`config.mk`:
```
export PLATFORM = sky130hd
export DESIGN_NAME = register_store_unit_flat
export DESIGN_NICKNAME = d
export VERILOG_FILES = /design/src/rtl/register_store_unit_pkg.sv /design/src/rtl/register_store_unit_if.sv /design/src/rtl/register_store_unit_store_wait_timer.sv /design/src/rtl/register_store_unit.sv /design/src/flat_wrapper.sv
export SDC_FILE = /design/constraint.sdc
export NUM_CORES = 1
export LEC_CHECK = 0
export BUFFER_PORTS_ARGS = -buffer_cell sky130_fd_sc_hd__buf_4
export CAP_MARGIN = 5
export CORE_ASPECT_RATIO = 1.25
export CORE_MARGIN = 8
export CORE_UTILIZATION = 53
export CTS_BUF_LIST = sky130_fd_sc_hd__clkbuf_16
export DETAILED_ROUTE_END_ITERATION = 10
export HOLD_SLACK_MARGIN = 0.06
export PLACE_DENSITY = 0.79
export SYNTH_ARGS = -nofsm -noshare
export SYNTH_HDL_FRONTEND = slang
export SYNTH_SLANG_ARGS = --single-unit
```
`constraint.sdc`:
```
create_clock -name clk -period 2.1 [get_ports clk]
set_clock_uncertainty 0.05 [all_clocks]
set_input_delay 0.315 -clock clk [delete_from_list [all_inputs] [get_ports clk]]
set_output_delay 0.315 -clock clk [all_outputs]
set_load 0.05 [all_outputs]
```
`src/rtl/register_store_unit_pkg.sv`:
```
// Shared definitions for the register store path: widths, beat count and store FSM encoding.
package register_store_unit_pkg;

    localparam int RSU_WORD      = 16;
    localparam int RSU_MEM_WIDTH = 8;
    localparam int RSU_ADDR      = 16;
    localparam int RSU_TIMEOUT   = 15;

    function automatic int beats_of(input int word, input int mem_width);
        return word / mem_width;
    endfunction

    localparam int RSU_BEATS = beats_of(RSU_WORD, RSU_MEM_WIDTH);

    typedef enum logic [1:0] {
        IDLE  = 2'd0,
        WRITE = 2'd1,
        DONE  = 2'd2,
        ABORT = 2'd3
    } store_state_e;

endpackage

```
`src/rtl/register_store_unit_if.sv`:
```
// Narrow memory write bus: one beat per mem_we/mem_ack handshake.
interface register_store_unit_if
    import register_store_unit_pkg::*;
#(
    parameter int ADDR      = RSU_ADDR,
    parameter int MEM_WIDTH = RSU_MEM_WIDTH
) ();

    logic [ADDR-1:0]      mem_addr;
    logic [MEM_WIDTH-1:0] mem_wdata;
    logic                 mem_we;
    logic                 mem_ack;

    modport master (
        output mem_addr,
        output mem_wdata,
        output mem_we,
        input  mem_ack
    );

    modport slave (
        input  mem_addr,
        input  mem_wdata,
        input  mem_we,
        output mem_ack
    );

endinterface

```
`src/rtl/register_store_unit_store_wait_timer.sv`:
```
// Per-beat wait counter; expire is high in the last cycle a beat may wait without mem_ack.
module store_wait_timer
    import register_store_unit_pkg::*;
#(
    parameter int TIMEOUT = RSU_TIMEOUT
) (
    input  logic clk,
    input  logic reset,
    input  logic run,
    input  logic clear,
    output logic expire
);

    localparam int CW = (TIMEOUT > 1) ? $clog2(TIMEOUT + 1) : 1;
    localparam logic [CW-1:0] LAST = CW'(TIMEOUT - 1);

    logic [CW-1:0] count_q;
    logic [CW-1:0] count_d;

    always_comb begin
        count_d = count_q + CW'(1);
        if (clear || !run) begin
            count_d = '0;
        end
    end

    always_ff @(posedge clk) begin
        if (reset) begin
            count_q <= '0;
        end else begin
            count_q <= count_d;
        end
    end

    // The edge that ends this cycle would be the TIMEOUT-th one without an ack.
    assign expire = run && !clear && (count_q == LAST);

endmodule

```
`src/rtl/register_store_unit.sv`:
```
// Stores a WORD-wide register value to a narrow memory bus as little-endian beats.
// Define STORE_TIMEOUT_EN to abort a beat that waits TIMEOUT cycles for mem_ack.
module register_store_unit
    import register_store_unit_pkg::*;
#(
    parameter int WORD      = RSU_WORD,
    parameter int MEM_WIDTH = RSU_MEM_WIDTH,
    parameter int ADDR      = RSU_ADDR,
    parameter int TIMEOUT   = RSU_TIMEOUT
) (
    input  logic                  clk,
    input  logic                  reset,
    input  logic                  start,
    input  logic [WORD-1:0]       value,
    input  logic [ADDR-1:0]       addr,
    output logic                  busy,
    output logic                  done,
    output logic                  err,
    register_store_unit_if.master mem
);

    localparam int BEATS  = beats_of(WORD, MEM_WIDTH);
    localparam int BEAT_W = (BEATS > 1) ? $clog2(BEATS) : 1;
    localparam logic [BEAT_W-1:0] LAST_BEAT = BEAT_W'(BEATS - 1);

    if ((WORD % MEM_WIDTH) != 0 || TIMEOUT < 1) begin : g_bad_cfg
        $error("register_store_unit: WORD must be a multiple of MEM_WIDTH and TIMEOUT >= 1");
    end

    store_state_e         state_q;
    logic [WORD-1:0]      value_q;
    logic [ADDR-1:0]      addr_q;
    logic [BEAT_W-1:0]    beat_q;
    logic [ADDR-1:0]      mem_addr_q;
    logic [MEM_WIDTH-1:0] mem_wdata_q;
    logic                 mem_we_q;
    logic                 busy_q;
    logic                 done_q;

    logic [MEM_WIDTH-1:0] slice [BEATS];
    logic [BEAT_W-1:0]    beat_d;
    logic [ADDR-1:0]      mem_addr_d;

    genvar gi;
    for (gi = 0; gi < BEATS; gi++) begin : g_slice
        assign slice[gi] = value_q[gi*MEM_WIDTH +: MEM_WIDTH];
    end

    // Address wraps naturally at 2^ADDR through the fixed-width add.
    assign beat_d     = beat_q + BEAT_W'(1);
    assign mem_addr_d = addr_q + ADDR'(beat_d);

`ifdef STORE_TIMEOUT_EN
    logic err_q;
    logic timer_expire;

    store_wait_timer #(
        .TIMEOUT (TIMEOUT)
    ) u_wait_timer (
        .clk    (clk),
        .reset  (reset),
        .run    (state_q == WRITE),
        .clear  (mem.mem_ack),
        .expire (timer_expire)
    );

    assign err = err_q;
`else
    assign err = 1'b0;
`endif

    always_ff @(posedge clk) begin
        if (reset) begin
            state_q     <= IDLE;
            value_q     <= '0;
            addr_q      <= '0;
            beat_q      <= '0;
            mem_addr_q  <= '0;
            mem_wdata_q <= '0;
            mem_we_q    <= 1'b0;
            busy_q      <= 1'b0;
            done_q      <= 1'b0;
`ifdef STORE_TIMEOUT_EN
            err_q       <= 1'b0;
`endif
        end else begin
            done_q <= 1'b0;
`ifdef STORE_TIMEOUT_EN
            err_q  <= 1'b0;
`endif
            case (state_q)
                IDLE: begin
                    if (start) begin
                        value_q     <= value;
                        addr_q      <= addr;
                        mem_addr_q  <= addr;
                        mem_wdata_q <= value[MEM_WIDTH-1:0];
                        mem_we_q    <= 1'b1;
                        beat_q      <= '0;
                        busy_q      <= 1'b1;
                        state_q     <= WRITE;
                    end
                end
                WRITE: begin
                    if (mem.mem_ack) begin
                        if (beat_q == LAST_BEAT) begin
                            mem_we_q <= 1'b0;
                            done_q   <= 1'b1;
                            state_q  <= DONE;
                        end else begin
                            beat_q      <= beat_d;
                            mem_addr_q  <= mem_addr_d;
                            mem_wdata_q <= slice[beat_d];
                        end
                    end
`ifdef STORE_TIMEOUT_EN
                    else if (timer_expire) begin
                        mem_we_q <= 1'b0;
                        err_q    <= 1'b1;
                        state_q  <= ABORT;
                    end
`endif
                end
                default: begin
                    busy_q  <= 1'b0;
                    state_q <= IDLE;
                end
            endcase
        end
    end

    assign busy          = busy_q;
    assign done          = done_q;
    assign mem.mem_addr  = mem_addr_q;
    assign mem.mem_wdata = mem_wdata_q;
    assign mem.mem_we    = mem_we_q;

endmodule

```
`src/flat_wrapper.sv`:
```
// flat-port wrapper written by rule: the top's interface ports become plain ports
module register_store_unit_flat import register_store_unit_pkg::*;
#(
    parameter int WORD      = RSU_WORD,
    parameter int MEM_WIDTH = RSU_MEM_WIDTH,
    parameter int ADDR      = RSU_ADDR,
    parameter int TIMEOUT   = RSU_TIMEOUT
)
  (clk, reset, start, value, addr, busy, done, err, mem_mem_addr, mem_mem_wdata, mem_mem_we, mem_mem_ack);
  register_store_unit_if #(.ADDR(ADDR), .MEM_WIDTH(MEM_WIDTH)) mem_i ();
  input  logic clk;
  input  logic reset;
  input  logic start;
  input  logic [WORD-1:0] value;
  input  logic [ADDR-1:0] addr;
  output logic busy;
  output logic done;
  output logic err;
  output wire logic [$bits(mem_i.mem_addr)-1:0] mem_mem_addr;
  output wire logic [$bits(mem_i.mem_wdata)-1:0] mem_mem_wdata;
  output wire logic [$bits(mem_i.mem_we)-1:0] mem_mem_we;
  input wire logic [$bits(mem_i.mem_ack)-1:0] mem_mem_ack;
  assign mem_mem_addr = mem_i.mem_addr;
  assign mem_mem_wdata = mem_i.mem_wdata;
  assign mem_mem_we = mem_i.mem_we;
  assign mem_i.mem_ack = mem_mem_ack;
  register_store_unit #(.WORD(WORD), .MEM_WIDTH(MEM_WIDTH), .ADDR(ADDR), .TIMEOUT(TIMEOUT)) u_core (.clk(clk), .reset(reset), .start(start), .value(value), .addr(addr), .busy(busy), .done(done), .err(err), .mem(mem_i));
endmodule
```
==> results.json, run 1 <==
{
  "status": "completed",
  "cts_buffers": 9,
  "vias_per_cell": 5.50,
  "synth_area_leaders": "dfxtp_1 (43%), nand2_1 (12%), a21oi_1 (8.2%)",
  "hpwlAfterDp_um": 4650,
  "cts_tree": "yes",
  "syn_avg_cell_area_um2": 8.24,
  "ir_worst_vdd_uv": 606,
  "yosysTopAreaCell": "dfxtp_1",
  "cts_buffer_depth": 2,
  "clk_latency_ns": 0.32,
  "grt_use_met3": 0.0760,
  "required_ns": 2.23,
  "io_buffers": 62,
  "relSlewSlack": 0.563,
  "cts.reportedPaths.clkPinSlew_ns": 0.05,
  "grt_max_degree": 59,
  "vias": 2419,
  "async_reset_ff_frac": 0,
  "synth.top_cell.area_share": 0.434,
  "p_leak_nw": 1.38,
  "drtIter0Drc": 147,
  "die_area_mm2": 0.00749,
  "end_kind": "flip-flop",
  "dp_slack_ns": 0.160,
  "yosys-top-cells-count": "nand2_1 (82), dfxtp_1 (57), a21oi_1 (43), nor2_1 (14), nor3_1 (14)",
  "drv_slew": 0,
  "ys_seq_area_frac": 0.434,
  "synth_nets": 357,
  "n_antenna_cell": 0,
  "antenna_found_initial": 0,
  "max-cap-violations": 0,
  "die_w_um": 79.0,
  "wl_per_cell_um": 15.5,
  "crit_path_start_kind": "flip-flop",
  "start_util": 0.552,
  "fin_crit_sh": 0.909,
  "use_met2": 0.337,
  "netlist_instances": 319,
  "grt_pass1_wl_um": 11300,
  "post_cts_buffers": 0,
  "fin_crit_ns": 1.91,
  "r2r_start": "u_core.beat_q$_SDFFE_PP0P_",
  "hp-class": "input port to flip-flop",
  "htree_levels": 3,
  "p_total_mw": 3.10,
  "ios": 64,
  "firstDrtPassIters": 4,
  "core_area_mm2": 0.00476,
  "ys_warn_count": 0,
  "hold_viol": 0,
  "syn_to_final_growth_pct": 28.5,
  "area.sequential_mm2": 0.00114,
  "grt.total_usage": 0.189,
  "grt_pass1_vias": 2459,
  "min_from": "value[8]",
  "yosysMostFrequentCell": "nand2_1",
  "fp-row-count": 28,
  "nets": 413,
  "synth.cell_area_mm2": 0.00263,
  "crit_type": "flip-flop to flip-flop",
  "setup_slack_ns": 0.191,
  "grt-busiest-layer": "met2",
  "drcViolationCount": 0,
  "cts.sinks": 57,
  "pwr_density_cell_mw_per_mm2": 917,
  "synth_top_flop_cell": "dfxtp_1",
  "synth_cell_type_count": 42,
  "fillers": 420,
  "ant_nets": 0,
  "synth_edf_count": 0,
  "critical_path.startpoint": "u_core.beat_q$_SDFFE_PP0P_",
  "gp_congestion": 0.809,
  "gr-total-overflow": 0,
  "cts_root_buf": "clkbuf_16",
  "die_h_um": 94.8,
  "worst_pin_slew_ns": 0.653,
  "critical_path.max_fanout": 4,
  "synth-seq-cells": 57,
  "multi_input_area_mm2": 0.00135,
  "drive_gt1_frac": 0.279,
  "worstPathArrival_ns": 2.04,
  "max_freq_mhz": 524,
  "grtUsageMet1": 0.191,
  "drt_wl_total_um": 6810,
  "setup_violations": 0
}
## logic make-up (layout without fill, tap and decap cells)
logic type	count (synthesis)	count (layout)	share of synthesized area
xor+xnor	13	13	0.0433
simple gates	141	141	0.250
other cells	1	1	0.00143
buf+inv	31	92	0.0585
compound gates	71	71	0.192
flops	57	57	0.434
mux	3	3	0.0114
fa+ha+maj	2	2	0.00951
## layer usage
metal  share of wire  wire (um)  up-vias
li1                -          -     1216
met1            0.40       2710     1126
met2            0.51       3480       70
met3           0.077        522        7
met4           0.013         87        0
met5               0          0        -
## sequential cells by signal, indices dropped and copies added (netlist names)
| name | cells |
|---|---|
| u_core.addr_q | 16 |
| u_core.beat_q | 1 |
| u_core.busy | 1 |
| u_core.done | 1 |
| u_core.mem.mem_addr | 16 |
| u_core.mem.mem_wdata | 8 |
| u_core.mem.mem_we | 1 |
| u_core.state_q | 2 |
| u_core.value_q | 11 |
## repair_timing
action / 4_1_cts / 5_1_grt
hold buffers: 0 / 0
setup endpoints to repair: 0 / 2
gates resized for setup: 0 / 3
## layout make-up
| type | instances | share of cell area |
|---|---|---|
| multi-input cells | 231 | 0.399 |
| flip-flops and latches | 57 | 0.338 |
| repair buffers | 73 | 0.162 |
| clock buffers | 9 | 0.0666 |
| well taps | 60 | 0.0222 |
| clock inverters | 7 | 0.00889 |
| inverters | 3 | 0.00333 |
## worst max-delay path, stage by stage (launching register included)
cell and delay (ns):
dfxtp_1 0.30, inv_1 0.07, ha_1 0.22, ha_2 0.24
nand4_1 0.21, nor4_2 0.34, xor2_1 0.10, o21ai_0 0.15
a21oi_1 0.08
## stage by stage
step                setup TNS (ns)  std cells  utilization  instance area, um2  hold WS [ns]
CTS                              0        440        0.706                3370         0.177
detailed placement               0        424        0.653                3110         0.394
global route               -0.0503        440        0.709                3380         0.192
floorplan                        0        319            -                2630         0.382
finish                           0        440        0.709                3380         0.187
global placement                 0        424        0.653                3110         0.390
## cell usage in the layout, fill, tap and decap left out, drive strengths merged
cell / netlist / layout
ha: 2 / 2
nand4: 5 / 5
o22ai: 1 / 1
mux2i: 3 / 3
buf: 16 / 73
a21oi: 46 / 46
and3: 5 / 5
nor4bb: 1 / 1
nor3b: 1 / 1
clkinv: 0 / 5
or3b: 1 / 1
nand3: 6 / 6
or2: 1 / 1
nor2b: 1 / 1
nor3: 14 / 14
and4: 1 / 1
clkbuf: 12 / 9
xnor2: 7 / 7
o41ai: 1 / 1
nor2: 14 / 14
a311oi: 2 / 2
nand3b: 2 / 2
o221ai: 10 / 10
xor2: 6 / 6
o21ai: 1 / 1
o211ai: 4 / 4
dfxtp: 57 / 57
nand2b: 3 / 3
nor4: 4 / 4
a211oi: 6 / 6
inv: 3 / 5
nand2: 82 / 82
conb: 1 / 1
## power breakdown
part	total (mW)	switching, mW	leakage, nW	internal (mW)
sequential	1.23	0.0598	0.469	1.17
combinational	0.636	0.409	0.772	0.227
clock	1.24	0.465	0.136	0.770
total	3.10	0.934	1.38	2.17
## worst paths after layout
path	end	slack, ns	cells after the start
max	u_core.mem.mem_addr[14]$_SDFFE_PP0P_	0.19	8
min	u_core.value_q[8]$_SDFFE_PP0P_	0.19	3
min reg2reg	u_core.value_q[14]$_SDFFE_PP0P_	0.40	2
max reg2reg	u_core.mem.mem_addr[14]$_SDFFE_PP0P_	0.19	8
(Power assumes the default switching activity.)
==> run 2: changes to the inputs <==
--- a/config.mk
+++ b/config.mk
@@ -13,7 +13,7 @@
 export CTS_BUF_LIST = sky130_fd_sc_hd__clkbuf_16
 export DETAILED_ROUTE_END_ITERATION = 10
 export HOLD_SLACK_MARGIN = 0.06
-export PLACE_DENSITY = 0.79
+export PLACE_DENSITY_LB_ADDON = 0.2
 export SYNTH_ARGS = -nofsm -noshare
 export SYNTH_HDL_FRONTEND = slang
 export SYNTH_SLANG_ARGS = --single-unit
==> results.json, run 2 (synthesized netlist as in run 1, its figures left out) <==
{
  "drv_slew": 0,
  "status": "completed",
  "nets": 415,
  "post_cts_buffers": 0,
  "io_buffers": 62,
  "drcViolationCount": 0,
  "required_ns": 2.30,
  "final_cell_mix": "nand2_1 (82), buf_4 (75), dfxtp_1 (57), a21oi_1 (43)",
  "met2_length_um": 3530,
  "gr-total-overflow": 0,
  "core_area_mm2": 0.00476,
  "fp-row-count": 28,
  "fin_crit_sh": 0.902,
  "max_freq_mhz": 528,
  "rr_endpoint": "u_core.mem.mem_addr[14]$_SDFFE_PP0P_",
  "grt_pass1_wl_um": 11500,
  "cts_root_buf": "clkbuf_16",
  "pwr_density_cell_mw_per_mm2": 945,
  "start_util": 0.552,
  "die_w_um": 79.0,
  "end_kind": "flip-flop",
  "route.met3.wl_um": 452,
  "relSlewSlack": 0.579,
  "p_leak_nw": 1.40,
  "setup_violations": 0,
  "worstPathArrival_ns": 2.09,
  "ios": 64,
  "n_antenna_cell": 0,
  "grt.total_usage": 0.191,
  "antenna_found_initial": 0,
  "placed_area_mm2": 0.00313,
  "fin_tns_setup_ns": 0,
  "syn_to_final_growth_pct": 30.3,
  "cts.sinks": 57,
  "drive_gt1_frac": 0.283,
  "cts_buffer_depth": 2,
  "slowest_stage": "nor4_2",
  "reg2reg_setup_slack_ns": 0.21,
  "drtIter0Drc": 182,
  "hp-class": "input port to flip-flop",
  "grt_pass1_vias": 2471,
  "reg2regPathDepth": 8,
  "r2r_start": "u_core.beat_q$_SDFFE_PP0P_",
  "die_h_um": 94.8,
  "cts.reportedPaths.clkPinSlew_ns": 0.05,
  "highest_layer": "met4",
  "path_cells": "inv_1 > ha_2 > ha_4 > nand4_1 > nor4_2 > xor2_1 > o21ai_1 > a21oi_1",
  "hpwlAfterDp_um": 4640,
  "hold_depth": 3,
  "die_area_mm2": 0.00749,
  "ant_nets": 0,
  "crit_type": "flip-flop to flip-flop",
  "vias_per_cell": 5.55,
  "max-cap-violations": 0,
  "rsz0062_at_grt": "false",
  "worst_pin_slew_ns": 0.632,
  "hold_viol": 0,
  "cts_tree": "yes",
  "wl_met1_um": 2900,
  "firstDrtPassIters": 5,
  "ir_worst_vdd_uv": 688,
  "vias": 2452,
  "holdPathEnd": "u_core.value_q[9]$_SDFFE_PP0P_",
  "max_stage_delay_ns": 0.37,
  "grt_max_degree": 59,
  "min_from": "value[9]",
  "crit_path_start_kind": "flip-flop",
  "htree_levels": 3,
  "drt_wl_total_um": 7000,
  "wl_per_cell_um": 15.8,
  "fin_crit_ns": 1.89,
  "gp_congestion": 0.789,
  "critical_path.max_fanout": 4,
  "fin_area_mm2": 0.00343,
  "clk_latency_ns": 0.33,
  "cts_buffers": 9,
  "layout_commonest_cell": "nand2_1"
}
[run 2: how the worst max path moves through the flow]
stage / from / slack, ns / cells after the start / end
2_1_floorplan: u_core.beat_q$_SDFFE_PP0P_ / 0.22 / 9 / u_core.mem.mem_addr[10]$_SDFFE_PP0P_
3_3_place_gp: u_core.beat_q$_SDFFE_PP0P_ / 0.31 / 8 / u_core.mem.mem_addr[14]$_SDFFE_PP0P_
3_5_place_dp: u_core.beat_q$_SDFFE_PP0P_ / 0.19 / 8 / u_core.mem.mem_addr[14]$_SDFFE_PP0P_
4_1_cts: u_core.beat_q$_SDFFE_PP0P_ / 0.18 / 8 / u_core.mem.mem_addr[14]$_SDFFE_PP0P_
5_1_grt: u_core.beat_q$_SDFFE_PP0P_ / 0.05 / 8 / u_core.mem.mem_addr[14]$_SDFFE_PP0P_
6_report: u_core.beat_q$_SDFFE_PP0P_ / 0.21 / 8 / u_core.mem.mem_addr[14]$_SDFFE_PP0P_
[run 2: worst max-delay path, delay by kind of cell (launching register included)]
kind	cells	cell delay [ns]
AOI/OAI and AO/OA	2	0.22
DFF	1	0.30
buffers and inverters	1	0.07
adders and majority gates	2	0.39
xor gates and xnor gates	1	0.22
and+or+nand+nor	2	0.57
[run 2: repair_timing]
action,CTS,global route
hold buffers,0,0
gates resized for setup,0,5
endpoints found under the setup margin,0,1
[run 2: area by class of cell]
cell class,instances,area [um2]
Multi-Input combinational cell,231,1360
Fill cell,419,1340
Sequential cell,57,1140
Timing Repair Buffer,75,563
Clock buffer,9,225
Tap cell,60,75.1
Clock inverter,7,55.1
Inverter,3,11.3
[run 2: layer usage]
| metal | up-vias | GRT usage |
|---|---|---|
| met5 | - | 0 |
| met4 | 0 | 0.0805 |
| met3 | 11 | 0.0684 |
| met2 | 77 | 0.323 |
| met1 | 1147 | 0.212 |
| li1 | 1217 | - |
[run 2: stage by stage]
step | hold slack (ns) | setup WS, ns | std cells | utilization | power (mW)
finish | 0.189 | 0.207 | 442 | 0.719 | 3.24
global route | 0.192 | 0.0492 | 442 | 0.719 | 3.36
CTS | 0.189 | 0.175 | 442 | 0.715 | 3.24
detailed placement | 0.395 | 0.187 | 426 | 0.656 | 1.89
global placement | 0.391 | 0.312 | 426 | 0.656 | 1.88
floorplan | 0.382 | 0.216 | 319 | - | 1.68
[run 2: where the power goes]
| group | leakage [nW] | internal [mW] | switching, mW |
|---|---|---|---|
| clock network | 0.150 | 0.893 | 0.467 |
| registers | 0.469 | 1.17 | 0.0609 |
| logic | 0.781 | 0.233 | 0.415 |
